**src/rtl/pipe_hazard_ctrl.sv**
```systemverilog
`default_nettype none
// ============================================================================
// Module   : pipe_hazard_ctrl
// Brief    : Central stall / flush / forwarding control for a 5-stage pipeline
//            with configurable load-use latency, memory-busy freeze and a
//            redirect-priority FSM. Define HAZARD_PERF_CNT_EN to build the
//            saturating performance counters.
// Revision : 1.0
// ============================================================================
module pipe_hazard_ctrl #(
  parameter int REG_AW   = 5,
  parameter int LOAD_LAT = 1,
  parameter int PERF_W   = 32
) (
  input  logic              clk,
  input  logic              rst,
  input  logic [REG_AW-1:0] d_rs1,
  input  logic [REG_AW-1:0] d_rs2,
  input  logic              d_use1,
  input  logic              d_use2,
  input  logic [REG_AW-1:0] e_rs1,
  input  logic [REG_AW-1:0] e_rs2,
  input  logic [REG_AW-1:0] e_rd,
  input  logic              e_regwrite,
  input  logic              e_is_load,
  input  logic [REG_AW-1:0] m_rd,
  input  logic              m_regwrite,
  input  logic              m_is_load,
  input  logic [REG_AW-1:0] w_rd,
  input  logic              w_regwrite,
  input  logic              redirect,
  input  logic              mem_busy,
  output logic              pc_en,
  output logic              f_d_en,
  output logic              d_e_en,
  output logic              e_m_en,
  output logic              m_w_en,
  output logic              f_d_flush,
  output logic              d_e_flush,
  output logic              m_w_flush,
  output logic [1:0]        fwd_sel_a,
  output logic [1:0]        fwd_sel_b,
  output logic [1:0]        state_o,
  output logic [PERF_W-1:0] perf_stall,
  output logic [PERF_W-1:0] perf_flush,
  output logic [PERF_W-1:0] perf_memwait
);

  typedef enum logic [1:0] {
    RUN      = 2'd0,
    LU_STALL = 2'd1,
    MEM_WAIT = 2'd2,
    REDIR    = 2'd3
  } state_t;

  localparam logic [2:0] c_LU_INIT = 3'(LOAD_LAT - 1);

  // Control vector order: {pc, f_d, d_e, e_m, m_w enables, f_d, d_e, m_w flushes}
  localparam logic [7:0] c_CTL_RUN   = 8'b11111_000;
  localparam logic [7:0] c_CTL_STALL = 8'b00111_010;
  localparam logic [7:0] c_CTL_WAIT  = 8'b00000_001;
  localparam logic [7:0] c_CTL_REDIR = 8'b11111_110;

  state_t     state_q, state_d;
  logic [2:0] lu_cnt_q, lu_cnt_d;
  logic       lu_pend_q, lu_pend_d;
  logic [7:0] ctl_q, ctl_d;
  logic       w_lu;

  always_comb begin
    fwd_sel_a = 2'b00;
    if (e_rs1 != '0) begin
      if (m_regwrite && !m_is_load && (m_rd == e_rs1)) fwd_sel_a = 2'b01;
      else if (w_regwrite && (w_rd == e_rs1))           fwd_sel_a = 2'b10;
    end
  end

  always_comb begin
    fwd_sel_b = 2'b00;
    if (e_rs2 != '0) begin
      if (m_regwrite && !m_is_load && (m_rd == e_rs2)) fwd_sel_b = 2'b01;
      else if (w_regwrite && (w_rd == e_rs2))           fwd_sel_b = 2'b10;
    end
  end

  assign w_lu = e_regwrite && e_is_load && (e_rd != '0) &&
                ((d_use1 && (d_rs1 == e_rd)) || (d_use2 && (d_rs2 == e_rd)));

  // lu_pend marks a stall interrupted by a memory wait with cycles still owed.
  always_comb begin
    state_d   = state_q;
    lu_cnt_d  = lu_cnt_q;
    lu_pend_d = lu_pend_q;
    if (mem_busy) begin
      state_d = MEM_WAIT;
      if (state_q == LU_STALL)      lu_pend_d = (lu_cnt_q != 3'd0);
      else if (state_q != MEM_WAIT) lu_pend_d = 1'b0;
    end else if (redirect) begin
      state_d   = REDIR;
      lu_cnt_d  = 3'd0;
      lu_pend_d = 1'b0;
    end else begin
      case (state_q)
        RUN: begin
          if (w_lu) begin
            state_d  = LU_STALL;
            lu_cnt_d = c_LU_INIT;
          end
        end
        LU_STALL: begin
          if (lu_cnt_q == 3'd0) state_d  = RUN;
          else                  lu_cnt_d = lu_cnt_q - 3'd1;
        end
        MEM_WAIT: begin
          if (lu_pend_q) begin
            state_d   = LU_STALL;
            lu_cnt_d  = lu_cnt_q - 3'd1;
            lu_pend_d = 1'b0;
          end else begin
            state_d = RUN;
          end
        end
        default: state_d = RUN;
      endcase
    end
  end

  always_comb begin
    case (state_d)
      LU_STALL: ctl_d = c_CTL_STALL;
      MEM_WAIT: ctl_d = c_CTL_WAIT;
      REDIR:    ctl_d = c_CTL_REDIR;
      default:  ctl_d = c_CTL_RUN;
    endcase
  end

  always_ff @(posedge clk or posedge rst) begin
    if (rst) begin
      state_q   <= RUN;
      lu_cnt_q  <= 3'd0;
      lu_pend_q <= 1'b0;
      ctl_q     <= c_CTL_RUN;
    end else begin
      state_q   <= state_d;
      lu_cnt_q  <= lu_cnt_d;
      lu_pend_q <= lu_pend_d;
      ctl_q     <= ctl_d;
    end
  end

  assign {pc_en, f_d_en, d_e_en, e_m_en, m_w_en, f_d_flush, d_e_flush, m_w_flush} = ctl_q;
  assign state_o = state_q;

`ifdef HAZARD_PERF_CNT_EN
  localparam logic [PERF_W-1:0] c_PERF_ONE = {{(PERF_W-1){1'b0}}, 1'b1};

  logic [PERF_W-1:0] perf_stall_q, perf_flush_q, perf_memwait_q;

  // Counting on the next state keeps each counter in step with state_o.
  always_ff @(posedge clk or posedge rst) begin
    if (rst) begin
      perf_stall_q   <= '0;
      perf_flush_q   <= '0;
      perf_memwait_q <= '0;
    end else begin
      if ((state_d == LU_STALL) && (perf_stall_q != '1))
        perf_stall_q <= perf_stall_q + c_PERF_ONE;
      if ((state_d == REDIR) && (perf_flush_q != '1))
        perf_flush_q <= perf_flush_q + c_PERF_ONE;
      if ((state_d == MEM_WAIT) && (perf_memwait_q != '1))
        perf_memwait_q <= perf_memwait_q + c_PERF_ONE;
    end
  end

  assign perf_stall   = perf_stall_q;
  assign perf_flush   = perf_flush_q;
  assign perf_memwait = perf_memwait_q;
`else
  assign perf_stall   = '0;
  assign perf_flush   = '0;
  assign perf_memwait = '0;
`endif

endmodule
`default_nettype wire
```
**config.mk**
```make
export PLATFORM = sky130hd
export DESIGN_NAME = pipe_hazard_ctrl
export DESIGN_NICKNAME = d
export VERILOG_FILES = /design/src/rtl/pipe_hazard_ctrl.sv
export SDC_FILE = /design/constraint.sdc
export NUM_CORES = 1
export LEC_CHECK = 0
export CORE_MARGIN = 4
export CORE_UTILIZATION = 36
export DETAILED_ROUTE_END_ITERATION = 10
export PLACE_DENSITY = 0.85
export SYNTH_ARGS = -nofsm -noshare
export SYNTH_HDL_FRONTEND = slang
export SYNTH_SLANG_ARGS = --single-unit
```
**constraint.sdc**
```tcl
create_clock -name clk -period 4.4 [get_ports clk]
set_input_delay 0.66 -clock clk [delete_from_list [all_inputs] [get_ports clk]]
set_output_delay 0.66 -clock clk [all_outputs]
set_load 0.02 [all_outputs]
```
Yosys cells after proc, flatten, opt, wreduce, memory -nomap -nowiden
Index checks and enable logic that the tools add are counted.
- register bits after elaboration: 14
- input bits: 46
- output and inout bits: 110
- logic and storage cells: 67
- add/sub/neg operators: 1
- eq/ne operators: 16
- muxes and demuxes: 23
- bitwise operators: 1
- reductions and logical operators: 22
- operators with widths (operator ; number):
    $eq 5x5->1 ; 6
    $pmux 8 s3 ; 1
    $mux 2 ; 10
    $reduce_bool 5->1 ; 3
    $mux 3 ; 4
    $logic_and 1x1->1 ; 10
    $ne 3x3->1 const B ; 3
    $pmux 3 s3 ; 1
    $eq 2x2->1 const B ; 3
    $mux 1 ; 6
    $pmux 2 s3 ; 1
    $reduce_bool 3->1 ; 2
    $reduce_and 5->1 ; 1
    $eq 2x1->1 const B ; 2
    $reduce_bool 4->1 ; 1
    $logic_not 3->1 ; 1
    $ne 3x1->1 const B ; 1
    $sub 3x1->3 const B ; 1
    $logic_not 2->1 ; 1
    $ne 2x2->1 const B ; 1
    $reduce_and 2->1 ; 1
    $logic_not 1->1 ; 1
    $logic_or 1x1->1 ; 1
    $not 1->1 ; 1

Longest topological paths before layout
Gate-level depths: netlist of the first run.
- word-level depth: 10
- mapped depth: 10
- gate-level depth less buffers: 10

Least setup slack after synthesis of the first run
No wires, ideal clock.
- path kind: input port to flip-flop
- from: input e_rd[0]
- to: register ctl_q[1]
- library setup time: 115 ps
- data arrival time: 2219 ps
- required time: 4285 ps
- setup slack: 2066 ps
- cell stages on the path: 8
- path buffers: 0
- cells stage by stage: or3_1 > o311a_1 > and3_4 > a211oi_1 > o31ai_1 > ha_1 > nor2_1 > nor2_1
- longest elaborated chain between the ends: 10
- elaborated cells on any way between the ends: 16
- classes of those cells: eq/ne: 5; mux: 5; reduce/logical: 6
- RTL lines (what ; line ; text):
    from (decl) ; 23 ; input logic [REG_AW-1:0] e_rd,
    $eq 5x5->1 ; 87 ; ((d_use1 && (d_rs1 == e_rd)) || (d_use2 && (d_rs2 == e_rd)));
    $logic_and 1x1->1 ; 87 ;
    $logic_or 1x1->1 ; 87 ;
    $logic_and 1x1->1 * ; 86 ; assign w_lu = e_regwrite && e_is_load && (e_rd != '0) &&
    $mux 2 * ; 105 ; if (w_lu) begin
    $pmux 2 s3 * ; 103 ; case (state_q)
    $mux 2 * ; 98 ; end else if (redirect) begin
    $mux 2 * ; 94 ; if (mem_busy) begin
    named net state_d[0] ; 64 ; state_t state_q, state_d;
    $eq 2x2->1 / $eq 2x1->1 (equally long branches) ; 129 ; case (state_d)
    $pmux 8 s3 * ; 129 ;
    named net ctl_d[1] ; 67 ; logic [7:0] ctl_q, ctl_d;
    to (signal assigned) ; 142 ; ctl_q <= c_CTL_RUN;
    to (signal assigned) ; 147 ; ctl_q <= ctl_d;
    to (decl) ; 67 ;
Mark *: on every way through the listed nets, which the timed path passes. The rest lies on a longest branch.
A chain may end at the register's enable or synchronous reset.

Worst setup path in the final report of the first run
- from: input e_rs2[2]
- to: output fwd_sel_b[0]
- longest elaborated chain between the ends: 4
- elaborated cells on any way between the ends: 5
- classes of those cells: eq/ne: 1; mux: 2; reduce/logical: 2
- RTL lines (what ; line ; text):
    from (decl) ; 22 ; input logic [REG_AW-1:0] e_rs2,
    $eq 5x5->1 ; 81 ; if (m_regwrite && !m_is_load && (m_rd == e_rs2)) fwd_sel_b = 2'b01;
    $logic_and 1x1->1 ; 81 ;
    $mux 2 ; 81 ;
    $mux 2 * ; 80 ; if (e_rs2 != '0) begin
    to (decl) ; 42 ; output logic [1:0] fwd_sel_b,
Mark *: on every way between the ends. The rest lies on a longest branch, timed or not.

==> key figures, run 1 <==
Logic synthesis
  – Post-synth cell types: 37
  – Synth Register Bits: 11
  – Mapped Area: approximately 1900 µm²
  – Seq/Total Area, Yosys: ~15%
  – Synth warn: 0
  – FFs w/ async S/R, synth: 100%
  – Post-synth EDFFs: 0
  – Synth Instances: around 230
  – Synth Flop Type: dfrtp_1
  – Synthesized area per cell: 8.11 µm²

CTS
  – TritonCTS buffer count: 3
  – Clock Tree Buf Depth: 2
  – Clk slew on worst S/H paths: ~50 ps
  – CTS tree: done
  – Clock Root Buffer: clkbuf_8
  – Insertion delay to the later sink of the worst-skew pair: ~230 ps
  – H-tree levels: 1
  – Hold_buf cts: 0
  – Postcts setup bufs: 0
  – Num Clock Sinks: 11
  – Post-CTS Resized: 0

Critical path
  – Delay-heaviest family, CP: buffers and inverters
  – Req. time, crit path: between 3000 and 4000 ps
  – Startpoint Class: primary input
  – R2R Path Start: state_o[1]
  – Critical Path End Type: output pin
  – Cell mode on critical path: clkdlybuf4s50_1
  – CP arrival: 2500 ps
  – Critical path's slowest cell: clkdlybuf4s50_1
  – WS Path Type: in -> out
  – R2R cell count: 10
  – CP cell instances: clkdlybuf4s50_1 > xor2_1 > nor4_1 > nand3_1 > nor2_1 > clkdlybuf4s50_1
  – Flop2flop setup slack: 2020 ps
  – Largest stage delay on the critical path: roughly 600 ps
  – R2r endpoint: ctl_q[1]
  – CP Buf/Inv Count: 2
  – Critical path fanouts, max: 3

Hold path
  – Hold EP: lu_cnt_q[2]
  – Hold WC Path Type: reg -> reg
  – Hold wc startpoint: lu_cnt_q[2]
  – Hold path cells: 1

Global routing
  – Largest net degree at the start of global routing: 12
  – First-pass GRT wire length: around 6 mm
  – GRT Util Overall: 11.5%
  – Vias in the first global route: ~1,300
  – Grt total ovfl: 0
  – Initial antenna violation count: 0

Final layout
  – Final Core Density: a little under half
  – Most frequent cells in the layout: conb_1 (96), clkdlybuf4s50_1 (59), nor2_1 (15)
  – Most common cell after layout, fill and taps aside: conb_1
  – Final net count: 346
  – Synth-to-layout area growth: 17.7%
  – Final Non-Filler Cells: around 350
  – Inserted Diodes: 0
  – Fraction of layout cells with a size suffix above 1: ~2.4%

STA
  – TNS Setup: 0 ps
  – Worst Max-Slew Pin Slew: about 680 ps
  – Fmax: around 320 MHz
  – Final cycle utilization of the critical path: between 70% and 80%
  – Worst clock skew: between 5 and 6 ps
  – RSZ-0062 raised after global routing: no
  – Endpoints failing hold: 0
  – Final setup fails: 0
  – Min Tclk post-route: ~3200 ps
  – Final Max Slew Viols: 0
  – Slew HR: 54.0%

Placement
  – Dpl hpwl: 3.53 mm
  – Placed cell count: 350
  – Routability cong.: about 0.89
  – PortBufs: 59

Detailed routing
  – Remaining antenna violation count: 0
  – Wire per inst: 11.2 µm
  – TritonRoute pass-1 iters: 4
  – DRC: 0
  – Initial drt markers: 70
  – Via count: between 1,000 and 1,500
  – Total wire length: roughly 4.0 mm
  – Vias per cell: 3.99

Power and ir drop
  – Power, Total: 517 µW
  – Power per cell area: 236 nW/µm²
  – VDD IR max: 0.000129 V
  – Static Leak: 0.00104 µW

Die
  – Die height: around 80 µm
  – FP Rows: 25
  – Core box area: ~4800 µm²
  – Die W: 79.8 µm
  – Initial core utilization: 38.3%
  – I/O pin count: 156
  – Die ar.: 6370 µm²

Status
  – Outcome: completed

Run
  – Max-cap violations: 0
-- cell families (layout without fill, tap and decap cells) --
family / count (synthesis) / in the layout / share of synthesized area (%)
buffers and inverters: 111 / 74 / 42.4
DFF: 11 / 11 / 14.9
adders and majority gates: 12 / 12 / 8.08
muxes: 1 / 1 / 0.539
and+or+nand+nor: 46 / 46 / 12.5
other: 1 / 96 / 0.202
AOI/OAI and AO/OA: 19 / 19 / 8.08
xor gates and xnor gates: 28 / 28 / 13.2
-- state kept, by name, summed over array words and instances (netlist names) --
register / count
state_o: 2
lu_pend_q: 1
ctl_q: 5
lu_cnt_q: 3
-- final cells by class --
type | instances | area (µm²)
Multi-Input combinational cell | 202 | 1150
Clock buffer | 4 | 45.0
Tap cell | 67 | 83.8
Timing Repair Buffer | 59 | 591
Inverter | 11 | 41.3
Sequential cell | 11 | 278
Fill cell | 476 | 2660
-- routing by layer --
metal  part of all wire [%]  routed length, µm  vias to the layer above  GRT usage [%]
met5                      0                  0                        -              0
met4                   0.35                 14                        0           2.03
met3                     13                534                        2           3.39
met2                     55               2200                      104           23.3
met1                     31               1230                      639           11.3
li1                       -                  -                      667              -
-- power breakdown --
group          internal, µW  total [µW]  switching, µW
Clock                  63.3        97.4           34.1
Combinational           111         289            178
Sequential              122         131           9.19
-- worst max path at each step --
stage,start,cells after the start,endpoint,slack (ps)
after global placement,e_rs2[1],5,fwd_sel_b[0],1310
final,e_rs2[2],6,fwd_sel_b[0],1240
after detailed placement,e_rs2[3],7,fwd_sel_b[1],1270
after global routing,e_rs2[2],6,fwd_sel_b[0],1090
after CTS,e_rs1[4],6,fwd_sel_a[0],1270
after floorplan,e_rd[0],8,ctl_q[1],2070
-- worst register-to-register path, delay by kind of cell (launching register included) --
kind | cells | cell delay, ps
compound gates | 3 | 1010
fa+ha+maj | 2 | 470
flops | 1 | 420
simple gates | 4 | 320
buf+inv | 1 | 90
-- synth_stat cells, types with 3 or more instances --
library cell  count  area share, %
buf_4            99             40
nor2_1           15            3.0
xnor2_1          14            6.6
xor2_1           14            6.6
ha_1             12            8.1
inv_1            11            2.2
nand2_1          10            2.0
dfrtp_1           9             12
nand4_1           4            1.3
o22ai_1           3            1.0
-- through the flow --
stage	cell area [µm²]	setup WS, ps	hold slack [ps]
after floorplan	2210	2070	469
after global placement	2140	1310	497
after detailed placement	2140	1270	507
after CTS	2190	1270	514
after global routing	2190	1090	550
final	2190	1240	515
Power figures use the tool's default switching activity.
==> run 2: changes to the inputs <==
CORE_UTILIZATION = 33   (was 36)
PLACE_DENSITY = 0.78   (was 0.85)
clock period = 3.3 ns   (was 4.4 ns; I/O delays follow)
==> run 2 against run 1 <==
Clock-buffer cell count is the same. Die area grew 8.2%. Final cell count grew 1.4%. Sequential cell count is the same. Sequential share of layout area is essentially flat. Non-clock buffer count is the same. Global-route usage shrank 2.1 points. Hold slack lost 1.8 ps. Combinational power grew 33%. Power grew 34%. Wire length shrank 6.3%. Via count shrank 2.8%. Critical endpoint unchanged.
==> key figures, run 2 (synthesis results as in run 1) <==
Placement
  – Routability cong.: 0.856 (was 0.889)
  – PortBufs: 59 (unchanged)
  – Dpl hpwl: 3.34 mm (was 3.53 mm)
  – Post-DP Area: 2150 µm² (was 2140 µm²)

Critical path
  – CP arrival: 2400 ps (was 2500 ps)
  – Critical Path End Type: output pin (unchanged)
  – WS Path Type: in -> out (unchanged)
  – Req. time, crit path: 2800 ps (was 3740 ps)
  – Critical path fanouts, max: 2 (was 3)
  – Startpoint Class: primary input (unchanged)

Detailed routing
  – TritonRoute pass-1 iters: 4 (unchanged)
  – Vias per cell: 3.82 (was 3.99)
  – Wire per inst: 10.4 µm (was 11.2 µm)
  – Remaining antenna violation count: 0 (unchanged)
  – Initial drt markers: 30 (was 70)
  – DRC: 0 (unchanged)
  – Total wire length: 3.72 mm (was 3.97 mm)
  – Via count: 1,372 (was 1,412)

Final layout
  – Max FFs per register: 5 (unchanged)
  – Biggest register: ctl_q (unchanged)
  – Final Core Density: 40.1% (was 45.1%)
  – Fin area: 2190 µm² (about the same)
  – Footprint of the multi-input gates: 1150 µm² (unchanged)
  – Synth-to-layout area growth: 18.0% (was 17.7%)
  – Most frequent cells in the layout: conb_1 (96), clkdlybuf4s50_1 (59), nor2_1 (15) (unchanged)
  – Inserted Diodes: 0 (unchanged)
  – Fraction of layout cells with a size suffix above 1: 2.44% (unchanged)
  – Layout fillers: 545 (was 476)
  – Final net count: 346 (unchanged)
  – Most common cell after layout, fill and taps aside: conb_1 (unchanged)
  – Register Area: 278 µm² (unchanged)

Die
  – FP Rows: 27 (was 25)
  – Die ar.: 6890 µm² (was 6370 µm²)
  – I/O pin count: 156 (unchanged)
  – Die height: 83.0 µm (was 79.8 µm)
  – Core box area: 5470 µm² (was 4850 µm²)
  – Die W: 83.0 µm (was 79.8 µm)
  – Initial core utilization: 34.0% (was 38.3%)

STA
  – Endpoints failing hold: 0 (unchanged)
  – Final cycle utilization of the critical path: just under 90%
  – Worst clock skew: 3.01 ps (was 5.17 ps)
  – Worst Max-Slew Pin Slew: 498 ps (was 684 ps)
  – Fmax: about 350 MHz
  – TNS Setup: 0 ps (unchanged)
  – Slew HR: 66.5% (was 54.0%)
  – Final setup fails: 0 (unchanged)
  – Final Max Slew Viols: 0 (unchanged)
  – RSZ-0062 raised after global routing: no (unchanged)
  – Min Tclk post-route: around 2900 ps

Power and ir drop
  – Combinational power share: 55.6% (was 55.8%)
  – Register share of total power: 25.2% (was 25.3%)
  – Sw Ratio: 42.8% (was 42.7%)
  – VDD IR max: 0.000158 V (was 0.000129 V)
  – Internal: 395 µW (was 296 µW)
  – Power per cell area: 315 nW/µm² (was 236 nW/µm²)
  – Clock share of power: 19.2% (was 18.8%)
  – Sw Pwr: 296 µW (was 221 µW)
  – Static Leak: 0.00104 µW (unchanged)

CTS
  – Hold_buf cts: 0 (unchanged)
  – Clock Root Buffer: clkbuf_8 (unchanged)
  – Clock Tree Buf Depth: 2 (unchanged)
  – Post-CTS Resized: 0 (unchanged)
  – TritonCTS buffer count: 3 (unchanged)
  – Clk slew on worst S/H paths: 50 ps (about the same)
  – Insertion delay to the later sink of the worst-skew pair: 230 ps (about the same)
  – Num Clock Sinks: 11 (unchanged)
  – Postcts setup bufs: 0 (unchanged)
  – H-tree levels: 1 (unchanged)
  – CTS tree: done (unchanged)

Global routing
  – First-pass GRT wire length: 5.49 mm (was 5.93 mm)
  – GRT Util Overall: 9.36% (was 11.5%)
  – Grt total ovfl: 0 (unchanged)
  – Initial antenna violation count: 0 (unchanged)
  – Largest net degree at the start of global routing: 12 (unchanged)
  – Vias in the first global route: 1,291 (was 1,338)

Run
  – Max-cap violations: 0 (unchanged)

Status
  – Outcome: completed (unchanged)

Hold path
  – Hold WC Path Type: reg -> reg (unchanged)
run 2: routing by layer:
layer	track usage [%]	vias to the layer above	part of all wire, %
met5	0	-	0
met4	3.12	0	0.83
met3	3.08	4	12
met2	17.9	87	53
met1	9.36	619	35
li1	-	662	-
run 2: layout make-up:
class / instances / share of cell area [%]
repair buffers: 59 / 26.9
multi-input cells: 202 / 52.4
flip-flops and latches: 11 / 12.7
well taps: 72 / 4.11
inverters: 11 / 1.88
clock buffers: 4 / 2.05
run 2: worst max-delay path, cell delays in order:
cell             delay (ps)
clkdlybuf4s50_1         470
xor2_1                  190
nor4_1                  310
nand3_1                 140
nor2_1                  140
clkdlybuf4s50_1         630
run 2: power by group through the flow:
stage	logic [µW]	registers, µW	clock network, µW
floorplan	330	189	0
global placement	372	177	0
detailed placement	380	177	0
CTS	383	175	136
global route	417	177	144
finish	384	174	133
run 2: path summary, 6_finish.rpt:
check | from | endpoint | slack [ps] | depth (start not counted)
min in group asynchronous | rst | ctl_q[0] | 570 | 2
worst max register to register | state_o[1] | ctl_q[1] | 1160 | 10
worst min-delay path | lu_cnt_q[2] | lu_cnt_q[2] | 510 | 1
worst max-delay path | m_rd[4] | fwd_sel_b[0] | 410 | 6
worst min register to register | lu_cnt_q[2] | lu_cnt_q[2] | 510 | 1
max in group asynchronous | rst | ctl_q[5] | 2390 | 2
run 2: per-stage QoR:
| stage | power (µW) | worst slack [ps] | hold WS (ps) | instances |
|---|---|---|---|---|
| final | 691 | 408 | 513 | 359 |
| after global routing | 738 | 305 | 538 | 359 |
| after CTS | 693 | 408 | 511 | 359 |
| after detailed placement | 557 | 424 | 501 | 355 |
| after global placement | 549 | 500 | 499 | 355 |
| after floorplan | 519 | 1130 | 346 | 324 |
